`config.mk`:
```
export PLATFORM = sky130hd
export DESIGN_NAME = fetch_unit
export DESIGN_NICKNAME = d
export VERILOG_FILES = /design/src/rtl/fetch_unit_pkg.sv /design/src/rtl/fetch_unit_reg16.sv /design/src/rtl/fetch_unit.sv
export SDC_FILE = /design/constraint.sdc
export NUM_CORES = 1
export LEC_CHECK = 0
export ABC_AREA = 1
export ABC_CLOCK_PERIOD_IN_PS = 3300
export CAP_MARGIN = 20
export CORE_UTILIZATION = 40
export CTS_CLUSTER_DIAMETER = 80
export DETAILED_ROUTE_END_ITERATION = 6
export PLACE_DENSITY = 0.71
export REMOVE_ABC_BUFFERS = 1
export SETUP_SLACK_MARGIN = 0.1
export SLEW_MARGIN = 40
export SYNTH_ARGS = -nofsm -noshare
export SYNTH_HDL_FRONTEND = slang
export SYNTH_SLANG_ARGS = --single-unit
```
`constraint.sdc`:
```
create_clock -name CLK -period 3.3 [get_ports CLK]
set_input_delay 0.66 -clock CLK [delete_from_list [all_inputs] [get_ports CLK]]
set_output_delay 0.66 -clock CLK [all_outputs]
set_load 0.005 [all_outputs]
```
`src/rtl/fetch_unit_pkg.sv`:
```
// Shared definitions for the instruction fetch stage: FSM encoding and default PC increment.
package fetch_unit_pkg;

    typedef enum logic [1:0] {
        LOAD = 2'd0,
        REQ  = 2'd1,
        HOLD = 2'd2
    } fetch_state_t;

    localparam logic [15:0] PC_STEP_DEFAULT = 16'd2;

endpackage

```
`src/rtl/fetch_unit_reg16.sv`:
```
// 16-bit enabled register with asynchronous active-high clear; holds the fetched instruction word.
module reg16
    import fetch_unit_pkg::*;
(
    input  logic        clk,
    input  logic        rst,
    input  logic        en,
    input  logic [15:0] d,
    output logic [15:0] q
);

    always_ff @(posedge clk or posedge rst) begin
        if (rst) begin
            q <= 16'h0000;
        end else if (en) begin
            q <= d;
        end
    end

endmodule

```
`src/rtl/fetch_unit.sv`:
```
// Instruction fetch stage: reads PCOut, fetches over a req/ack memory port, holds the word for decode
// and pulses PCWrite once per fetched instruction.
//
// state | meaning
// LOAD  | latch PCOut into addr_q
// REQ   | memory request outstanding at addr_q; flush marks the returning word for discard
// HOLD  | IR holds a valid instruction until decode takes it or a flush redirects
module fetch_unit
    import fetch_unit_pkg::*;
#(
    parameter logic [15:0] PC_STEP = PC_STEP_DEFAULT
) (
    input  logic        CLK,
    input  logic        reset,
    input  logic [15:0] PCOut,
    input  logic        flush,
    output logic        mem_req,
    output logic [15:0] mem_addr,
    input  logic        mem_ack,
    input  logic [15:0] mem_rdata,
    output logic [15:0] IR,
    output logic        ir_valid,
    input  logic        ir_taken,
    output logic [15:0] PCInA,
    output logic        PCWrite,
    output logic [15:0] fetch_count
);

    fetch_state_t state, state_nx;

    logic [15:0] addr_q;
    logic [15:0] pcina_q;
    logic [15:0] count_q;
    logic        drop_q;
    logic        pcw_q;
    logic        mem_req_q;
    logic        ir_valid_q;
    logic        ir_load;
    logic        count_en;

    always_comb begin
        state_nx = state;
        ir_load  = 1'b0;
        count_en = 1'b0;
        case (state)
            LOAD: begin
                if (!flush) begin
                    state_nx = REQ;
                end
            end
            REQ: begin
                // A flushed request still runs to its ack; the word is simply not kept.
                if (mem_ack) begin
                    if (flush || drop_q) begin
                        state_nx = LOAD;
                    end else begin
                        ir_load  = 1'b1;
                        state_nx = HOLD;
                    end
                end
            end
            HOLD: begin
                if (flush) begin
                    state_nx = LOAD;
                end else if (ir_taken) begin
                    count_en = 1'b1;
                    state_nx = LOAD;
                end
            end
            default: state_nx = LOAD;
        endcase
    end

    always_ff @(posedge CLK or posedge reset) begin
        if (reset) begin
            state      <= LOAD;
            addr_q     <= 16'h0000;
            pcina_q    <= 16'h0000;
            count_q    <= 16'h0000;
            drop_q     <= 1'b0;
            pcw_q      <= 1'b0;
            mem_req_q  <= 1'b0;
            ir_valid_q <= 1'b0;
        end else begin
            state <= state_nx;
            if (state == LOAD) begin
                addr_q <= PCOut;
            end
            if (ir_load) begin
                pcina_q <= addr_q + PC_STEP;
            end
            if (count_en) begin
                count_q <= count_q + 16'd1;
            end
            pcw_q      <= ir_load;
            drop_q     <= (state == REQ) && (state_nx == REQ) && (drop_q || flush);
            mem_req_q  <= (state_nx == REQ);
            ir_valid_q <= (state_nx == HOLD);
        end
    end

    reg16 u_ir (
        .clk (CLK),
        .rst (reset),
        .en  (ir_load),
        .d   (mem_rdata),
        .q   (IR)
    );

    assign mem_req     = mem_req_q;
    assign mem_addr    = addr_q;
    assign ir_valid    = ir_valid_q;
    assign PCInA       = pcina_q;
    assign PCWrite     = pcw_q & ~flush;
    assign fetch_count = count_q;

endmodule
```
# After elaboration in Yosys (flattened, before gate mapping)

Cells that the tools add are included.

Register bits after elaboration: 70
Input port bits: 37
Output and inout port bits: 67

$add $sub $neg: 2
Eq/ne operators: 4
Mux-type cells: 12
Bitwise operators: 2
Reduce and logical (&&, ||, !) cells: 4

Operators with widths:

| kind                    | count |
|---|---|
| $add A16 B1 Y16 const B | 1 |
| $add A16 B2 Y16 const B | 1 |
| $mux W2                 | 5 |
| $mux W1                 | 6 |
| $pmux W2 S3             | 1 |
| $eq A2 B1 Y1 const B    | 2 |
| $eq A2 B2 Y1 const B    | 2 |
| $logic_and A1 B1 Y1     | 2 |
| $logic_not A2 Y1        | 1 |
| $and A1 B1 Y1           | 1 |
| $logic_or A1 B1 Y1      | 1 |
| $not A1 Y1              | 1 |

# Logic depth before layout (Yosys ltp)

Gate-level depths: netlist of the first run.

Word-level depth: 7
Depth in mapped cells: 9
Mapped depth without buffers: 9

# Hierarchy

From an unflattened synthesis of the first run, not the netlist that was laid out.

Cell total of the unflattened synthesis: 375
Area, all modules: 3,249.4 um^2

Modules (own cells, without submodules):

| module     | instances | cells each | area an instance (um^2) |
|---|---|---|---|
| fetch_unit | 1         | 306        | 2,601.2 |
| reg16      | 1         | 69         | 648.1 |

# Worst setup path after synthesis of the first run

No wires, ideal clock.

Path kind: input -> register
Start: input ir_taken
End: register count_q[10], in the netlist fetch_count[10]
Arrival: 1.319 ns
Required time: 3.187 ns
Slack: 1.868 ns
Stages: 9
Buffers on the path: 0
Cell sequence: inv_1 nor2_2 nand2_4 nor2_4 nand2_2 nor2_1 nand2_1 nand2_1 inv_1

Longest elaborated chain between the ends: 3

RTL lines:

| item                   | RTL line         | source |
|---|---|---|
| start: declaration     | fetch_unit.sv:23 | `input logic ir_taken,` |
| $mux W1                | fetch_unit.sv:65 | `end else if (ir_taken) begin` |
| $mux W1                | fetch_unit.sv:63 | `if (flush) begin` |
| $mux W1                | fetch_unit.sv:45 | `case (state)` |
| end signal: assignment | fetch_unit.sv:93 | `count_q <= count_q + 16'd1;` |
| end: declaration       | fetch_unit.sv:33 | `logic [15:0] count_q;` |

Every way passes these cells.
A chain may end at the register's enable or synchronous reset.

# Worst setup path after layout of the first run

Start: input flush
End: output PCWrite

Longest elaborated chain between the ends: 2

RTL lines:

| item               | RTL line          | source |
|---|---|---|
| start: declaration | fetch_unit.sv:16  | `input logic flush,` |
| $not A1 Y1         | fetch_unit.sv:114 | `assign PCWrite = pcw_q & ~flush;` |
| $and A1 B1 Y1      | fetch_unit.sv:114 |  |
| end: declaration   | fetch_unit.sv:25  | `output logic PCWrite,` |

Every way passes these cells.

==> results of run 1 <==
-- per-stage QoR --
| step | area, sq um | utilization [%] | hold WS, ps | instances |
|---|---|---|---|---|
| global route | 4520 | 58.5 | 509 | 591 |
| detailed placement | 4320 | 55.9 | 464 | 575 |
| finish | 4520 | 58.5 | 479 | 591 |
| CTS | 4520 | 58.5 | 483 | 591 |
| floorplan | 3120 | - | 468 | 367 |
| global placement | 4320 | 55.9 | 465 | 575 |
-- worst paths after layout --
path / end / slack [ps] / cells past startpoint
worst min register to register: PCInA[9] / 480 / 2
worst min-delay path: PCInA[9] / 480 / 2
worst max-delay path: PCWrite / 750 / 3
min in group asynchronous: u_ir.q[8] / 700 / 2
max in group asynchronous: mem_addr[5] / 1990 / 3
worst max register to register: PCInA[6] / 1460 / 7
-- registers in the layout (all words and copies together), names as in the netlist --
register     flops
mem_addr        16
mem_req          1
PCInA           16
drop_q           1
ir_valid         1
fetch_count     16
state            2
pcw_q            1
u_ir.q          16
-- worst max-delay path, stage by stage --
cell and delay, ps:
clkdlybuf4s50_1 520, nor2_1 180, clkdlybuf4s50_1 540
-- where the power goes --
part | internal (mW) | total [mW] | switching, mW | leakage [nW]
combinational | 0.679 | 1.13 | 0.455 | 1.13
sequential | 1.14 | 1.39 | 0.244 | 0.885
clock | 0.387 | 0.697 | 0.310 | 0.106
total | 2.21 | 3.22 | 1.01 | 2.12
-- layer usage --
metal  track usage [%]  part of all wire, %  up-vias
met4              6.75                  1.4        0
li1                  -                    -     1402
met1              25.7                   46     1344
met2              32.0                   47       79
met5                 0                    0        -
met3              4.77                  5.9       11
-- cells by family after synthesis --
logic type               after synthesis  share of synthesized area, %
AND/OR/NAND/NOR                      212                          27.8
flip-flops                            70                          54.8
buffers and inverters                 42                          6.14
AO/OA/AOI/OAI                         36                          6.14
XOR/XNOR                              12                          3.29
multiplexers                           3                          1.06
adder cells (fa/ha/maj)                2                         0.782
-- area by class of cell --
type	instances	area (sq um)	area share, %
flip-flops and latches	70	1750	38.7
clock inverters	4	45.0	0.996
well taps	102	128	2.82
clock buffers	12	155	3.43
repair buffers	106	1070	23.6
multi-input cells	265	1260	27.8
inverters	32	121	2.68
-- synth_stat cells --
cell	instances
o21ai_0	23
nor3_1	3
nand4_1	6
nor2_2	1
nand2_1	144
buf_6	4
inv_2	2
a21oi_1	4
nand2_2	1
o21bai_1	2
o31ai_1	4
ha_1	2
nand2_4	1
xor2_1	9
or2_2	1
o21ai_1	2
mux2_2	3
nor2_4	4
buf_4	1
nand3_2	1
dfrtp_1	70
a31oi_1	1
nand3_1	16
nor2_1	33
nand3b_1	1
clkbuf_1	1
xnor2_1	3
inv_1	30
buf_2	4
==> results.md, run 1 <==
- R2r startpoint: state[1]
- Largest net degree at the start of global routing: 38
- Arrival time worst endpoint: 1890 ps
- Synthesized flop and latch total: 70
- Vias in the first global route: 2716
- Yosys warnings: 0
- Top-area cell type share of the netlist area: 54.8%
- Max VDD drop: 366 uV
- Peak Freq: 392 MHz
- Starting Density: 41.4%
- Die Y: 91.4 um
- Min cycle time layout: 2550 ps
- Most frequent cells in the layout: nand2_1, clkdlybuf4s50_1, dfrtp_1
- TNS Setup: 0 ps
- Vias: 2836
- DRT iter0 DRCs: 68
- Startpoint types: input pin
- Avg Inst Size Synth: 8.48 sq um
- Area Growth Syn to Fin: 41.5%
- Mapped Area: 3200 sq um
- Ant. Diodes: 0
- Worst-path clk slew: 70 ps
- Worst slack, placed: 732 ps
- Nets: 523
- Max cap viols: 0
- Cells taking the most area after synthesis: dfrtp_1, nand2_1, nor2_1
- Critical-path maximum fanout: 7
- FILL cells: 701
- Die extent in x: 91.4 um
- Final setup violation count: 0
- First-pass GRT wire length: 12900 um
- Number of buffers inserted by hold repair at cts: 0
- Period utilization: 77.3%
- Synth unique cells: 29
- Routed WL: 7650 um
- Routed len/inst: 12.9 um
- Htree depth: 3
- Post-CTS sizing: 0
- Share of layout cells above drive strength 1: 6.95%
- GPL Wtd Cong: 0.805
- P per Cell Area: 711 nW/um^2
- CTS tree: done
- Hold Path Origin: PCInA[9]
- Hold crit path type: flop to flop
- Worst setup startpoint: flush
- Most common cell after layout, fill and taps aside: nand2_1
- Leak: 2.12 nW
- CP Capture Type: output pin
- CTS sink count: 70
- Pwr Total: 3.22 mW
- Crit Path Category: input pin to output pin
- Max Root-Sink Buffers: 2
- Req. time, crit path: 2640 ps
- Total CTS buffers: 9
- Setup WS post-layout: 749 ps
- Post-CTS Repair Setup Buffers: 0
- Post-synthesis sequential area ratio: 54.8%
- Core area: 7730 sq um
- Clk_skew: 5.35 ps
- Total die area: 8360 sq um
- Clk_lat worst skew: 340 ps
- Rows: 32
- Yosys top cell by area: dfrtp_1
- Worst Max-Slew Pin Slew: 616 ps
- First-pass detailed-route iteration total: 4
- Antenna Violating Nets Remaining: 0
- Final-report hold violation count: 0
- Buffers on Ports: 103
- Slew headroom: 58.9%
- RSZ-0062 raised after global routing: no
- All-Layer GR Usage: 19.7%
- Root buffer cell: clkbuf_8
- Outcome: completed
- DRC: 0
- Antenna violations before repair: 0
- Final Max Tran Viols: 0
- I/O pin count: 104
- Via density: 4.80
- Syn Inst Count: 377
- DP HPWL: 5570 um
- GRT Residual Overflow: 0
Power figures use the tool's default switching activity.
==> run 2: changes to the inputs <==
- ABC_CLOCK_PERIOD_IN_PS: 3300 -> 2300
- PLACE_DENSITY: 0.71 -> 0.74
- clock period: 3.3 -> 2.3 ns (I/O delays scaled with it)
==> run 2 against run 1 <==
Sequential power up 43%. Final cell count is 0.34% higher. Clock skew grew 3.1 ps. Clock-buffer cell count up 1. Global-route usage is 0.097 points higher. Sequential share of layout area shrank 0.36 points. Utilization rose by 0.55 points. Routed wire length down 1.2%. Setup slack got worse by 410 ps. Clock power grew 64%. Critical path type unchanged. Largest cell class unchanged. Largest power group unchanged. Highest routed layer unchanged.
==> results.md, run 2 (synthesis gave the netlist of run 1 again) <==
- Outcome: completed
- Routed len/inst: 12.7 um
- Most Frequent Cell on Critical Path: clkdlybuf4s50_1
- Antenna Violating Nets Remaining: 0
- Share of layout cells above drive strength 1: 7.33%
- GRT Residual Overflow: 0
- Nets: 525
- Total die area: 8360 sq um
- CP Capture Type: output pin
- Crit Path Category: input pin to output pin
- P_sw: 1.45 mW
- Die Y: 91.4 um
- Via density: 4.76
- Clock power share: 23.9%
- R2r startpoint: state[1]
- Worst slack, placed: 242 ps
- Req. time, crit path: 1840 ps
- Startpoint types: input pin
- All-Layer GR Usage: 19.8%
- Critical-path maximum fanout: 2
- Most common cell after layout, fill and taps aside: nand2_1
- CTS tree: done
- Root buffer cell: clkbuf_8
- FILL cells: 682
- Period utilization: 85.1%
- Flop pwr share: 41.7%
- Area Growth Syn to Fin: 42.8%
- Clk_lat worst skew: 340 ps
- Vias: 2820
- First-pass GRT wire length: 13100 um
- First-pass detailed-route iteration total: 4
- RSZ-0062 raised after global routing: no
- Peak Freq: 511 MHz
- Logic pwr share: 34.4%
- DRT iter0 DRCs: 143
- CP max-delay cell: clkdlybuf4s50_1
- Routed WL: 7550 um
- Worst Max-Slew Pin Slew: 486 ps
- Max VDD drop: 531 uV
- Largest net degree at the start of global routing: 71
- DP HPWL: 5390 um
- Max cap viols: 0
- Worst-path clk slew: 70 ps
- Min cycle time layout: 1960 ps
- Clk_skew: 8.43 ps
- CTS sink count: 70
- Max Root-Sink Buffers: 2
- Buffers on Ports: 103
- DRC: 0
- Hold Path Depth: 2
- Worst R2R Path Depth: 7
- Leak: 2.15 nW
- Htree depth: 3
- Hold crit path type: flop to flop
- Core area: 7730 sq um
- Final setup violation count: 0
- Rows: 32
- Setup WS post-layout: 343 ps
- GPL Wtd Cong: 0.823
- Sw frac: 30.4%
- Crit-path max cell delay: 500 ps
- Final-report hold violation count: 0
- I/O pin count: 104
- Worst path cell trace: clkdlybuf4s50_1 > nor2_1 > clkdlybuf4s50_1
- Antenna violations before repair: 0
- Die extent in x: 91.4 um
- Final Max Tran Viols: 0
- Arrival time worst endpoint: 1500 ps
- Hold Path Origin: u_ir.q[14]
- P per Cell Area: 1040 nW/um^2
- Worst setup startpoint: flush
- Number of buffers inserted by hold repair at cts: 0
- Most frequent cells in the layout: nand2_1, clkdlybuf4s50_1, dfrtp_1
- Internal power: 3.32 mW
- Vias in the first global route: 2863
- Ant. Diodes: 0
- Total CTS buffers: 9
- Starting Density: 41.4%
- Slew headroom: 67.5%
- Post-CTS sizing: 0
- Post-CTS Repair Setup Buffers: 0
- TNS Setup: 0 ps
[run 2: cell types whose count changed in the layout (fill, tap and decap cells not counted)]
| cell | previous run | this run |
|---|---|---|
| buf_4 | 2 | 4 |
| bufinv_16 | 1 | 2 |
| clkbuf_8 | 11 | 12 |
| clkinv_2 | 4 | 1 |
| inv_2 | 2 | 3 |
| nor2_2 | 1 | 2 |
| nor2_4 | 5 | 4 |
[run 2: cell type report]
class | instances | area [sq um] | share of cell area, %
Clock buffer | 13 | 169 | 3.70
Sequential cell | 70 | 1750 | 38.4
Inverter | 32 | 120 | 2.63
Clock inverter | 3 | 65.1 | 1.42
Timing Repair Buffer | 108 | 1080 | 23.7
Multi-Input combinational cell | 265 | 1250 | 27.4
Tap cell | 102 | 128 | 2.79
[run 2: stage by stage]
stage          instance area, sq um  utilization [%]  total power [mW]  hold slack (ps)  cells
6_report                       4570             59.1              4.76              477    593
5_1_grt                        4570             59.1              5.10              513    593
4_1_cts                        4570             59.1              4.82              484    593
3_5_place_dp                   4330             56.1              3.65              464    577
3_3_place_gp                   4330             56.1              3.61              463    577
2_1_floorplan                  3120                -              2.54              468    367
[run 2: power groups by stage]
stage               sequential (mW)  combinational, mW  clock [mW]
finish                         1.99               1.64        1.14
global route                   2.04               1.83        1.23
CTS                            1.99               1.67        1.16
detailed placement             1.99               1.66           0
global placement               1.99               1.62           0
floorplan                      1.97              0.568           0
[run 2: final timing paths]
kind,to,slack (ps)
setup / recovery,PCWrite,340
hold / removal,u_ir.q[14],480
setup reg to reg,PCInA[6],790
hold reg to reg,u_ir.q[14],480
max in group asynchronous,PCInA[8],1490
min in group asynchronous,u_ir.q[2],510
[run 2: critical path: cells and delay by family]
family	cells	cell delay [ps]
buffers and inverters	2	920
AND/OR/NAND/NOR	1	110
[run 2: layer usage]
metal / wire length [um] / global-route usage [%]
met2: 3640 / 33.7
met5: 0 / 0
met4: 51 / 5.16
met1: 3320 / 23.9
met3: 545 / 6.62
==> patch 1 (settings of run 1) <==
The 3 states of `fetch_state_t` get a one-hot encoding in 3 bits.
--- a/src/rtl/fetch_unit_pkg.sv
+++ b/src/rtl/fetch_unit_pkg.sv
@@ -1,10 +1,10 @@
 // Shared definitions for the instruction fetch stage: FSM encoding and default PC increment.
 package fetch_unit_pkg;
 
-    typedef enum logic [1:0] {
-        LOAD = 2'd0,
-        REQ  = 2'd1,
-        HOLD = 2'd2
+    typedef enum logic [2:0] {
+        LOAD = 3'b001,
+        REQ  = 3'b010,
+        HOLD = 3'b100
     } fetch_state_t;
 
     localparam logic [15:0] PC_STEP_DEFAULT = 16'd2;
Formal check against the unedited RTL: no difference found for any inputs over 10 cycles, from zero or initial values and one cycle with reset high; not proved beyond that.
==> patch 1 against run 1 <==
- wire length grew 3.2%
- cell area grew 2.7%
- synthesized cell count grew 3.4%
- worst setup slack gained 96 ps
- sequential cell count grew 1
- synthesized area grew 4.3%
- die area grew 4.2%
- power grew 16%
==> patch 1: results (changes against run 1) <==
worst-margin pin slew 462 ps (was 616 ps); Post-CTS Setup Bufs 0 (unchanged); Pre-Repair DR Iteration Count 4 (unchanged); first-pass GRT wire length 13.3 mm (was 12.9 mm); slowest cell on the critical path clkdlybuf4s50_1 (unchanged); status finished clean (unchanged); CP delay by family, top buffers and inverters (unchanged); Yosys Warn Count 0 (unchanged); register area share after synthesis 53.3% (was 54.8%); WHS 477 ps (was 479 ps); GR met1 Demand/Resource 25.1% (was 25.7%); Top FF cell, synth dfrtp_1 (unchanged); synth top area cells dfrtp_1 (53%), nand2_1 (18%), nor2_1 (4.2%) (was dfrtp_1 (55%), nand2_1 (17%), nor2_1 (3.9%)); R2R Path End PCInA[1] (was PCInA[6]); Post-DP HPWL 5.67 mm (was 5.57 mm); PortBufs 103 (unchanged); leakage 2.16 nW (was 2.12 nW); M2 GR Usage 33.0% (was 32.0%); clock-pin slew on the worst setup and hold paths 70 ps (about the same); CP peak stage delay 510 ps (was 540 ps); vias in the first global route 2794 (was 2716); min-delay src u_ir.q[10] (was PCInA[9]); Num CTS Buffers 9 (unchanged); Min-Delay Path Depth 2 (unchanged); worst reg2reg startpoint state[1] (unchanged); hold crit path type flip-flop to flip-flop (unchanged); R2R Setup Slk 1540 ps (was 1460 ps); met3 GRT Util 5.69% (was 4.77%); post_cts resized 0 (unchanged); largest net degree at the start of global routing 62 (was 38); gr usage total 19.9% (was 19.7%); mean routed wirelength per cell 13.1 um (was 12.9 um); WHS Endpoint u_ir.q[10] (was PCInA[9]); commonest cells in the netlist nand2_1 (156), dfrtp_1 (70), nor2_1 (37) (was nand2_1 (144), dfrtp_1 (70), nor2_1 (33)); critical path fanouts, max 6 (was 7); Peak VDD IR 469 uV (was 366 uV); share of synthesized registers carrying an async set or reset 100% (unchanged); Final GP Congestion 0.838 (was 0.805); Clock Skew 7.38 ps (was 5.35 ps); Vias 2870 (was 2836); clk buf depth 2 (unchanged); share of cells above drive strength 1 8.18% (was 6.95%); Nets 535 (was 523); Synth cell types 33 (was 29); Initial DRC Count 112 (was 68)
[patch 1: layout make-up]
| cell class | instances | area, um2 |
|---|---|---|
| clock buffers | 10 | 128 |
| multi-input cells | 283 | 1370 |
| well taps | 102 | 128 |
| repair buffers | 104 | 1050 |
| fillers | 712 | 3240 |
| clock inverters | 6 | 85.1 |
| inverters | 27 | 104 |
| flip-flops and latches | 71 | 1780 |
[patch 1: how the worst max path moves through the flow]
stage	slack (ps)	depth (start not counted)	end	startpoint
floorplan	850	1	PCInA[0]	reset
global placement	790	8	PCInA[7]	flush
detailed placement	720	8	PCInA[9]	flush
CTS	850	3	PCWrite	flush
global route	800	3	PCWrite	flush
finish	840	3	PCWrite	flush
[patch 1: metal layers]
metal,up-vias,share of wire (%)
met5,-,0
met4,0,0.71
met3,7,6.1
met2,75,50
met1,1338,43
li1,1450,-
[patch 1: report_power, final]
| part | internal [mW] | switching (mW) |
|---|---|---|
| registers | 1.21 | 0.308 |
| clock network | 0.423 | 0.324 |
| logic | 0.856 | 0.621 |
| total | 2.49 | 1.25 |
[patch 1: cells by family (layout without fill, tap and decap cells)]
group / count (synthesis) / count (layout) / synth area share (%)
flops: 71 / 71 / 53.3
compound gates: 26 / 26 / 4.62
buf+inv: 36 / 147 / 5.55
simple gates: 235 / 235 / 29.8
xor+xnor: 11 / 11 / 2.89
mux: 9 / 9 / 3.04
fa+ha+maj: 2 / 2 / 0.750
[patch 1: stage by stage]
stage	power [mW]	area, um2	worst slack (ps)	utilization, %	instances
after floorplan	2.12	3250	845	-	381
after global placement	2.99	4430	792	56.2	587
after detailed placement	3.02	4430	718	56.2	587
after CTS	3.79	4640	851	58.9	603
after global routing	4.03	4640	804	58.9	603
final	3.74	4640	845	58.9	603
[patch 1: worst min-delay path, cell delays in order (launching register included)]
cell     delay (ps)
dfrtp_1         350
nand2_1          50
nand2_1          40
==> patch 2 (config.mk and constraints of run 1) <==
Without the edit above. Register the output `fetch_count` once more, with the module's reset; this adds one clock of latency there. The other outputs are not delayed to match.
--- a/src/rtl/fetch_unit.sv
+++ b/src/rtl/fetch_unit.sv
@@ -112,6 +112,12 @@
     assign ir_valid    = ir_valid_q;
     assign PCInA       = pcina_q;
     assign PCWrite     = pcw_q & ~flush;
-    assign fetch_count = count_q;
+    always_ff @(posedge CLK or posedge reset) begin
+        if (reset) begin
+            fetch_count <= '0;
+        end else begin
+            fetch_count <= count_q;
+        end
+    end
 
 endmodule
Formal check against the unedited RTL: not equivalent (Yosys sat finds a counterexample within 4 cycles, from zero or initial values and one cycle with reset high).
==> patch 2 against run 1 <==
- worst setup slack better by 67 ps
- global-route usage is 2.5 points lower
- synthesized cell count is 0.53% lower
- critical path depth stayed put
- register-to-register slack better by 340 ps
- worst hold slack worse by 61 ps
- synthesized area is 11% higher
- power is 3.2% higher
- cell area is 7.5% higher
- first-iteration DRC count is 19% higher
- wire length is 0.24% lower
- sequential cell count is 16 higher
- critical path type unchanged
- largest cell class unchanged
==> patch 2: results (changes against run 1) <==
worst skew pair latency 340 ps (about the same); worst reg2reg startpoint mem_addr[1] (was state[1]); Top FF cell, synth dfrtp_1 (unchanged); leakage 2.29 nW (was 2.12 nW); status finished clean (unchanged); Synth Instances 375 (was 377); Final GP Congestion 0.794 (was 0.805); commonest cells in the netlist nand2_1 (133), dfrtp_1 (86), nor2_1 (28) (was nand2_1 (144), dfrtp_1 (70), nor2_1 (33)); CP peak stage delay 510 ps (was 540 ps); share of synthesized registers carrying an async set or reset 100% (unchanged); Num CTS Buffers 9 (unchanged); final WL 7.63 mm (was 7.65 mm); hold crit path type flip-flop to flip-flop (unchanged); first-pass GRT wire length 12.2 mm (was 12.9 mm); Min-Delay Path Depth 0 (was 2); critical path fanouts, max 7 (unchanged); clock-pin slew on the worst setup and hold paths 80 ps; worst-margin pin slew 572 ps (was 616 ps); routed vias/inst 4.79 (was 4.80); R2R Path End PCInA[13] (was PCInA[6]); PortBufs 103 (unchanged); Fillers 797 (was 701); Post-CTS Setup Bufs 0 (unchanged); slowest cell on the critical path clkdlybuf4s50_1 (unchanged); # diodes 0 (unchanged); R2R Setup Slk 1800 ps (was 1460 ps); Initial DRC Count 81 (was 68); Yosys Warn Count 0 (unchanged); Pre-Repair DR Iteration Count 6 (was 4); antenna violations before repair 0 (unchanged); post_cts resized 0 (unchanged); CP delay by family, top buffers and inverters (unchanged); WHS Endpoint fetch_count[15] (was PCInA[9]); vias in the first global route 2663 (was 2716); dpl cells 581 (was 575); Cell Count, Final, Fillers Out 595 (was 591); Reg2Reg Depth 7 (unchanged); share of cells above drive strength 1 8.42% (was 6.95%); Synth cell types 30 (was 29); gr usage total 17.2% (was 19.7%); synth top area cells dfrtp_1 (60%), nand2_1 (14%), nor2_1 (2.9%) (was dfrtp_1 (55%), nand2_1 (17%), nor2_1 (3.9%)); CTS root buffer clkbuf_8 (unchanged); Peak VDD IR 309 uV (was 366 uV); Post-DP HPWL 5.39 mm (was 5.57 mm); clk buf depth 2 (unchanged); Nets 523 (unchanged); min-delay src count_q[15] (was PCInA[9]); register area share after synthesis 60.4% (was 54.8%); largest net degree at the start of global routing 46 (was 38); crit path DAT 1820 ps (was 1890 ps); Clock Skew 9.59 ps (was 5.35 ps); H-tree Lvls 3 (unchanged)
## patch 2: kinds of logic after synthesis
logic type                 Yosys count  synth area share [%]
and+or+nand+nor                    197                  23.7
DFF                                 86                  60.4
buffers and inverters               38                  4.74
AOI/OAI and AO/OA                   31                  4.78
xor gates and xnor gates            14                  3.44
muxes                                7                  2.21
adders and majority gates            2                 0.702
## patch 2: stage by stage
step | total power [mW] | cell area (um2) | worst slack (ps) | hold slack (ps) | util (%)
floorplan | 1.98 | 3500 | 418 | 374 | -
finish | 3.32 | 4860 | 816 | 418 | 56.0
CTS | 3.36 | 4860 | 805 | 418 | 56.0
detailed placement | 2.72 | 4700 | 813 | 398 | 54.2
global route | 3.56 | 4860 | 742 | 452 | 56.0
global placement | 2.69 | 4700 | 841 | 391 | 54.2
## patch 2: power breakdown
group | switching, mW | total, mW | internal, mW
clock | 0.350 | 0.633 | 0.283
combinational | 0.430 | 1.11 | 0.679
sequential | 0.228 | 1.58 | 1.35
## patch 2: area by class of cell
| cell class | instances | area share (%) |
|---|---|---|
| clock inverter | 4 | 0.515 |
| inverter | 29 | 2.26 |
| tap | 108 | 2.78 |
| multi-input combinational | 251 | 25.5 |
| clock buffer | 10 | 2.83 |
| sequential | 86 | 44.3 |
| timing repair buffer | 107 | 21.8 |
## patch 2: worst max-delay path by stage
stage	slack, ps	from	endpoint
finish	820	flush	PCWrite
CTS	810	flush	PCWrite
detailed placement	810	flush	PCWrite
floorplan	420	reset	PCInA[0]
global route	740	flush	PCWrite
global placement	840	flush	PCWrite
## patch 2: metal layers
metal,part of all wire (%),up-vias,global-route usage [%]
li1,-,1402,-
met1,45,1356,21.5
met2,48,82,29.2
met3,6.4,11,3.60
met4,1.3,0,6.99
met5,0,-,0
